==> src/rtl/io_bus_responder_pkg.sv <==
// Shared I/O map for the memory-mapped responder: bus widths, window base,
// register byte offsets and the register-index encoding of address[4:2].
package io_bus_responder_pkg;

   localparam int         IO_WIDTH = 11;
   localparam logic [8:0] IO_BASE  = 9'h1E0;

   // Byte offsets inside the 32-byte window, shared with core top and software.
   localparam logic [4:0] IO_OUT     = 5'h00;
   localparam logic [4:0] IO_OUT_SET = 5'h04;
   localparam logic [4:0] IO_OUT_CLR = 5'h08;
   localparam logic [4:0] IO_IN      = 5'h0C;
   localparam logic [4:0] IO_EDGE    = 5'h10;
   localparam logic [4:0] IO_TIMER   = 5'h14;

   // Word index (address[4:2]) of each register.
   typedef enum logic [2:0] {
      REG_OUT     = 3'd0,
      REG_OUT_SET = 3'd1,
      REG_OUT_CLR = 3'd2,
      REG_IN      = 3'd3,
      REG_EDGE    = 3'd4,
      REG_TIMER   = 3'd5,
      REG_RSVD0   = 3'd6,
      REG_RSVD1   = 3'd7
   } io_reg_e;

   // Warm-up counter value at which edge capture becomes armed.
   localparam logic [1:0] WARM_DONE = 2'd2;

   // Window decode: only the upper four address bits select the window.
   function automatic logic io_hit(input logic [8:0] addr, input logic [8:0] base);
      return addr[8:5] == base[8:5];
   endfunction

endpackage

==> src/rtl/io_bus_responder_input_synchronizer.sv <==
// Two-flop synchroniser per input bit plus rising-edge detect. The edge
// output is derived from registered s1/s2 and is forced low while arm is 0,
// so the caller can hold off capture until the chain holds real samples.
module input_synchronizer #(
   parameter int WIDTH = 11
) (
   input  logic             clock,
   input  logic             reset,
   input  logic             arm,
   input  logic [WIDTH-1:0] async_in,
   output logic [WIDTH-1:0] sync_out,
   output logic [WIDTH-1:0] rise
);

   logic [WIDTH-1:0] s1;
   logic [WIDTH-1:0] s2;

   // Synchroniser chain: s1 samples the pin, s2 is the stable copy.
   always_ff @(posedge clock) begin
      if (reset) begin
         s1 <= '0;
         s2 <= '0;
      end else begin
         s1 <= async_in;
         s2 <= s1;
      end
   end

   assign sync_out = s2;
   assign rise     = s1 & ~s2 & {WIDTH{arm}};

endmodule

==> src/rtl/io_bus_responder.sv <==
// Memory-mapped I/O responder sitting beside data_memory. Claims the top
// 32 bytes of the 9-bit data space and answers reads with one registered
// cycle of latency; hit_q tells the top which q to forward.
module io_bus_responder #(
   parameter int         IO_WIDTH = io_bus_responder_pkg::IO_WIDTH,
   parameter logic [8:0] BASE     = io_bus_responder_pkg::IO_BASE
) (
   input  logic                clock,
   input  logic                reset,
   input  logic [8:0]          address,
   input  logic [31:0]         data,
   input  logic                wren,
   output logic [31:0]         q,
   output logic                hit_q,
   input  logic [IO_WIDTH-1:0] io_input_bus,
   output logic [IO_WIDTH-1:0] io_output_bus
);

   import io_bus_responder_pkg::*;

   logic                hit;
   logic                wr;
   io_reg_e             idx;
   logic [IO_WIDTH-1:0] wdata;
   logic [IO_WIDTH-1:0] out_r;
   logic [IO_WIDTH-1:0] edge_r;
   logic [IO_WIDTH-1:0] edge_clr;
   logic [IO_WIDTH-1:0] in_sync;
   logic [IO_WIDTH-1:0] rise;
   logic [31:0]         timer_r;
   logic [31:0]         rd_data;
   logic [1:0]          warm_r;
   logic                arm;
   logic                unused_addr_lsb;

   assign hit             = io_hit(address, BASE);
   assign wr              = wren & hit;
   assign idx             = io_reg_e'(address[4:2]);
   assign wdata           = data[IO_WIDTH-1:0];
   assign arm             = (warm_r == WARM_DONE);
   assign edge_clr        = (wr && idx == REG_EDGE) ? wdata : '0;
   assign unused_addr_lsb = ^address[1:0];
   assign io_output_bus   = out_r;

   input_synchronizer #(
      .WIDTH (IO_WIDTH)
   ) u_sync (
      .clock    (clock),
      .reset    (reset),
      .arm      (arm),
      .async_in (io_input_bus),
      .sync_out (in_sync),
      .rise     (rise)
   );

   // Warm-up counter: saturates at WARM_DONE, arming edge capture.
   always_ff @(posedge clock) begin
      if (reset) begin
         warm_r <= '0;
      end else if (warm_r != WARM_DONE) begin
         warm_r <= warm_r + 2'd1;
      end
   end

   // Output register: plain write, set and clear strobes.
   always_ff @(posedge clock) begin
      if (reset) begin
         out_r <= '0;
      end else if (wr) begin
         case (idx)
            REG_OUT:     out_r <= wdata;
            REG_OUT_SET: out_r <= out_r | wdata;
            REG_OUT_CLR: out_r <= out_r & ~wdata;
            default:     out_r <= out_r;
         endcase
      end
   end

   // Sticky edge flags: clear is applied first so a same-cycle edge survives.
   always_ff @(posedge clock) begin
      if (reset) begin
         edge_r <= '0;
      end else begin
         edge_r <= (edge_r & ~edge_clr) | rise;
      end
   end

   // Free-running timer; a store overrides the increment for that cycle.
   always_ff @(posedge clock) begin
      if (reset) begin
         timer_r <= '0;
      end else if (wr && idx == REG_TIMER) begin
         timer_r <= data;
      end else begin
         timer_r <= timer_r + 32'd1;
      end
   end

   // Read mux over pre-write register values.
   always_comb begin
      rd_data = '0;
      case (idx)
         REG_OUT, REG_OUT_SET, REG_OUT_CLR: rd_data = 32'(out_r);
         REG_IN:                            rd_data = 32'(in_sync);
         REG_EDGE:                          rd_data = 32'(edge_r);
         REG_TIMER:                         rd_data = timer_r;
         default:                           rd_data = '0;
      endcase
   end

   // Registered read response, zero outside the window.
   always_ff @(posedge clock) begin
      if (reset) begin
         q     <= '0;
         hit_q <= 1'b0;
      end else begin
         q     <= hit ? rd_data : 32'd0;
         hit_q <= hit;
      end
   end

endmodule
==> config.mk <==
export PLATFORM = sky130hd
export DESIGN_NAME = io_bus_responder
export DESIGN_NICKNAME = d
export VERILOG_FILES = /design/src/rtl/io_bus_responder_pkg.sv /design/src/rtl/io_bus_responder_input_synchronizer.sv /design/src/rtl/io_bus_responder.sv
export SDC_FILE = /design/constraint.sdc
export NUM_CORES = 1
export LEC_CHECK = 0
export ABC_AREA = 1
export BUFFER_PORTS_ARGS = -buffer_cell sky130_fd_sc_hd__clkbuf_2
export CORE_MARGIN = 3
export CORE_UTILIZATION = 59
export DETAILED_ROUTE_END_ITERATION = 12
export PLACE_DENSITY = 0.93
export SLEW_MARGIN = 30
export SYNTH_ARGS = -nofsm -noshare
export SYNTH_HDL_FRONTEND = slang
export SYNTH_SLANG_ARGS = --single-unit
export TNS_END_PERCENT = 50
==> constraint.sdc <==
create_clock -name clock -period 2.9 [get_ports clock]
set_input_delay 0 -clock clock [delete_from_list [all_inputs] [get_ports clock]]
set_output_delay 0 -clock clock [all_outputs]
set_load 0.05 [all_outputs]
Word-level counts from Yosys, hierarchy flattened
Index checks and enable logic that the tools add are counted.
{ "classes": {"add_sub_neg": 2, "eq_ne": 8, "mux": 4, "bitwise": 11, "reduce_logical": 7} }
{ "op_table": {"columns": ["cell", "count"], "rows": [
  ["case mux 32 bit (4 select lines)", 1],
  ["AND 11 bit", 4],
  ["NOT 11 bit", 3],
  ["case mux 11 bit (3 select lines)", 1],
  ["adder 32 x 1 -> 32 bit (second input constant)", 1],
  ["two-way mux 32 bit", 1],
  ["OR 11 bit", 2],
  ["two-way mux 11 bit", 1],
  ["equality test 3 x 2 -> 1 bit (second input constant)", 2],
  ["equality test 3 bit (second input constant)", 2],
  ["equality test 4 bit (second input constant)", 1],
  ["equality test 3 x 1 -> 1 bit (second input constant)", 1],
  ["logical NOT 3 bit", 1],
  ["nonzero test 3 bit", 1],
  ["OR reduction 3 bit", 1],
  ["adder 2 x 1 -> 2 bit (second input constant)", 1],
  ["equality test 2 bit (second input constant)", 1],
  ["logical AND 1 bit", 2],
  ["inequality test 2 bit (second input constant)", 1],
  ["AND reduction 2 bit", 1],
  ["OR reduction 2 bit", 1],
  ["AND 1 bit", 1],
  ["NOT 1 bit", 1]
]} }
{ "totals": {"register_bits": 111, "in_bits": 55, "out_inout_bits": 44, "wordCells": 40} }

Longest topological paths before layout
{ "depth": {"ltp_word": 7, "ltp_mapped": 10, "depth_no_buf": 10} }

Hierarchy
Synthesis repeated with hierarchy kept, for this count alone.
{ "hier_totals": {"cells_unflattened": 719, "area_unflattened_um2": 4988.5} }
{ "by_module_without_submodules": {"columns": ["mod", "instances", "cells_each", "area_each_um2", "seq_area_each_um2"], "rows": [
  ["io_bus_responder", 1, 628, 4264.1, 1781.7],
  ["input_synchronizer", 1, 91, 724.4, 440.4]
]} }

Worst setup path after synthesis
No wires, ideal clock.
{ "synth_timing": {"path_kind": "register -> register", "from": "register timer_r[0]", "to": "register timer_r[12]", "setup_ns": 0.109, "arrival_time_ns": 1.304, "required_ns": 2.791, "slack_ns": 1.488, "path_stages_with_launch": 10, "path_buffers": 0, "synth_period_minus_slack_ns": 1.412, "path_cell_list": "dfxtp_1 > ha_1 > nand2_1 > nor2_4 > nand2_2 > nor2_1 > xor2_1 > nand2_1 > nand2_1 > inv_1"} }
{ "synth_between": {"elab_chain_len": 2} }
{ "synth_rtl": {"columns": ["element", "line", "source"], "rows": [
  ["from (decl)", "io_bus_responder.sv:30", "logic [31:0] timer_r;"],
  ["from (signal assigned)", "io_bus_responder.sv:93", "timer_r <= data;"],
  ["from (signal assigned)", "io_bus_responder.sv:95", "timer_r <= timer_r + 32'd1;"],
  ["adder 32 x 1 -> 32 bit", "io_bus_responder.sv:95", null],
  ["two-way mux 32 bit", "io_bus_responder.sv:92", "end else if (wr && idx == REG_TIMER) begin"]
]} }
Every way passes these cells.
A chain may end at the register's enable or synchronous reset.

Final worst setup path
{ "layout_timing": {"from": "register timer_r[0]", "to": "register timer_r[28]"} }
The elaborated chain is that of the path after synthesis.

==> results.txt <==
hpwl dp -> 8830 um
Critical Path RT -> 3.19 ns
met1 Use GR -> 32.9%
cell row count -> 32
Max Root-Sink Buffers -> 2
IR drop worst, VDD -> 0.428 mV
critical path peak fanout -> 5
most frequent cell after synthesis -> nand2_1
setup TNS -> 0 ns
Clock Pin Slew Worst Setup and Hold Paths -> 0.11 ns
Netlist Area Pre-Place -> 4890 sq um
Critical R2R Launch -> timer_r[0]$_SDFF_PP0_
final design utilization -> 76.3%
P&R area growth vs syn -> 23.1%
# setup viols final -> 0
top cell type's share of synthesized area -> 45.5%
PwrDens -> 467 nW/um^2
Hold Path Depth -> 4
largest area contributor in the netlist -> dfxtp_1
Post-Route WL -> 13500 um
Hold Crit Start -> address[3]
Starting Density -> 61.9%
Max Slew Vio Count -> 0
drt first pass iters -> 5
Worst Reg-to-Reg Cells -> 10
leakage -> 2.60 nW
YS warnings -> 0
first-pass GRT wire length -> 22200 um
Post-synth EDFFs -> 0
die height -> 97 um
most frequent cells after synthesis -> nand2_1 (140), dfxtp_1 (111), nor2_1 (104), inv_1 (93), o21ai_0 (50)
hold_ws -> 0.102 ns
dpl cells -> 873
Yosys reg bits -> 111
CP Launch Type -> register
max_slew headroom -> 37.8%
clock sinks -> 111
diode count -> 0
met2 Use GR -> 49.7%
IO Pins -> 99
vias per inst -> 5.49
DRC -> 0
largest net degree at the start of global routing -> 56
via count -> 5108
GP Congestion -> 0.936
NumNets Final -> 882
syn avg cell area -> 7.02 sq um
TritonCTS Buffers -> 9
ys async rst share -> 0%
register area -> 2220 sq um
Worst-Margin Slew -> 0.929 ns
Fillers -> 548
die area -> 9410 sq um
multi-input logic area -> 2150 sq um
post-synthesis sequential area ratio -> 45.5%
Worst R2R Setup Slack -> 1.09 ns
H-tree levels -> 3
min cycle time layout -> 1.81 ns
pre-CTS setup slack -> 1.16 ns
Worst-Skew Late Latency -> 0.38 ns
Port Buf Inserts -> 96
CP arrival -> 2.10 ns
Hold Crit Class -> in2reg
ANT nets after route -> 0
Die W -> 97 um
crit end category -> register
Total Routing Usage GR -> 28.4%
Routed WL per cell -> 14.6 um
vias in the first global route -> 4907
worst setup margin -> 1.09 ns
FMAX -> 552 MHz
share of layout cells above drive strength 1 -> 15.8%
core area -> 7890 sq um
CTS-repair resized insts -> 0
Hold Violations, Final -> 0
RSZ-0062 raised after global routing -> false
status -> finished, final reports clean
Yosys cell types -> 35
period utilization -> 62.5%
clock tree from TritonCTS -> done
cells after synthesis -> 696
Hold EP -> io_output_bus[2]$_SDFFE_PP0P_
Setup CP Type -> reg2reg
total grt overflow -> 0
clk root buf -> clkbuf_8
Synth area leaders -> dfxtp_1 (45%), nand2_1 (11%), nor2_1 (8.0%)
post-synth net total -> 753
clock skew -> 0.0152 ns
Max Cap Violations -> 0
Post-CTS Setup Inserts -> 0
reg2reg end -> timer_r[28]$_SDFF_PP0_
GR peak layer -> met2
fin cells -> 931
DR iter-0 viols -> 434
dominant synthesized flop cell -> dfxtp_1
initial antenna violation count -> 0
met3 Use GR -> 5.41%
==> worst max path at each step <==
| stage | from | endpoint | slack, ns |
|---|---|---|---|
| floorplan | timer_r[0]$_SDFF_PP0_ | timer_r[12]$_SDFF_PP0_ | 1.49 |
| global placement | timer_r[0]$_SDFF_PP0_ | timer_r[12]$_SDFF_PP0_ | 1.26 |
| detailed placement | timer_r[0]$_SDFF_PP0_ | timer_r[28]$_SDFF_PP0_ | 1.16 |
| CTS | timer_r[0]$_SDFF_PP0_ | timer_r[28]$_SDFF_PP0_ | 1.12 |
| global route | timer_r[0]$_SDFF_PP0_ | timer_r[28]$_SDFF_PP0_ | 0.97 |
| finish | timer_r[0]$_SDFF_PP0_ | timer_r[28]$_SDFF_PP0_ | 1.09 |
==> kinds of logic after synthesis <==
family                   after synthesis  share of synthesized area (%)
buffers and inverters                124                           10.4
adder cells (fa/ha/maj)                2                          0.512
flip-flops                           111                           45.5
XOR/XNOR                               8                           1.43
AND/OR/NAND/NOR                      337                           29.8
AO/OA/AOI/OAI                        114                           12.3
==> flip-flops by register name, summed over array words and instances (netlist names) <==
register,flops
timer_r,32
hit_q,1
io_output_bus,11
edge_r,11
u_sync.sync_out,11
q,32
warm_r,2
u_sync.s1,11
==> area by class of cell <==
type / instances / area share, %
clock inverters: 6 / 1.19
clock buffers: 9 / 2.06
well taps: 102 / 2.12
repair buffers: 144 / 15.8
flip-flops and latches: 111 / 36.9
inverters: 98 / 6.16
multi-input cells: 461 / 35.8
==> power breakdown <==
group | internal [mW] | total, mW | switching, mW
clock network | 0.403 | 0.943 | 0.540
registers | 1.57 | 1.59 | 0.0243
logic | 0.117 | 0.275 | 0.158
==> placed cells by master, fill, tap and decap left out, types with 3 or more instances in the layout <==
| cell | instances |
|---|---|
| xor2_1 | 7 |
| nand3_1 | 48 |
| buf_4 | 5 |
| nand4_1 | 6 |
| dlygate4sd3_1 | 43 |
| clkbuf_8 | 9 |
| inv_2 | 3 |
| o21ai_0 | 50 |
| inv_1 | 93 |
| or2_0 | 5 |
| nand2_1 | 140 |
| nor3_1 | 21 |
| dfxtp_1 | 111 |
| clkbuf_2 | 96 |
| nor2_1 | 104 |
| a41oi_1 | 6 |
| a21oi_1 | 46 |
| o21ai_1 | 8 |
==> through the flow <==
step           total power, mW  area [sq um]
5_1_grt                   2.90          6020
6_report                  2.81          6020
2_1_floorplan             1.76          4890
4_1_cts                   2.80          6020
3_5_place_dp              1.85          5390
3_3_place_gp              1.84          5390
==> what timing repair did <==
action,4_1_cts,5_1_grt
hold buffers,43,0
setup endpoints to repair,0,0
endpoints found under the hold margin,53,0
==> critical path, stage by stage, from the launching register on <==
cell and delay [ns]:
dfxtp_1 0.39, ha_1 0.21, nand2_1 0.10, nor2_4 0.15
nand2_2 0.13, nor2_1 0.34, nand2_1 0.13, nand2_1 0.08
nand3_1 0.07, nand2_1 0.09, inv_1 0.04
==> metal layers <==
layer  vias to the layer above  share of wire, %  wire length (um)
met2                       307                49              6660
met3                        48               9.0              1220
met1                      2291                38              5200
met4                         0               3.4               466
li1                       2462                 -                 -
met5                         -                 0                 0
(Power assumes the default switching activity.)
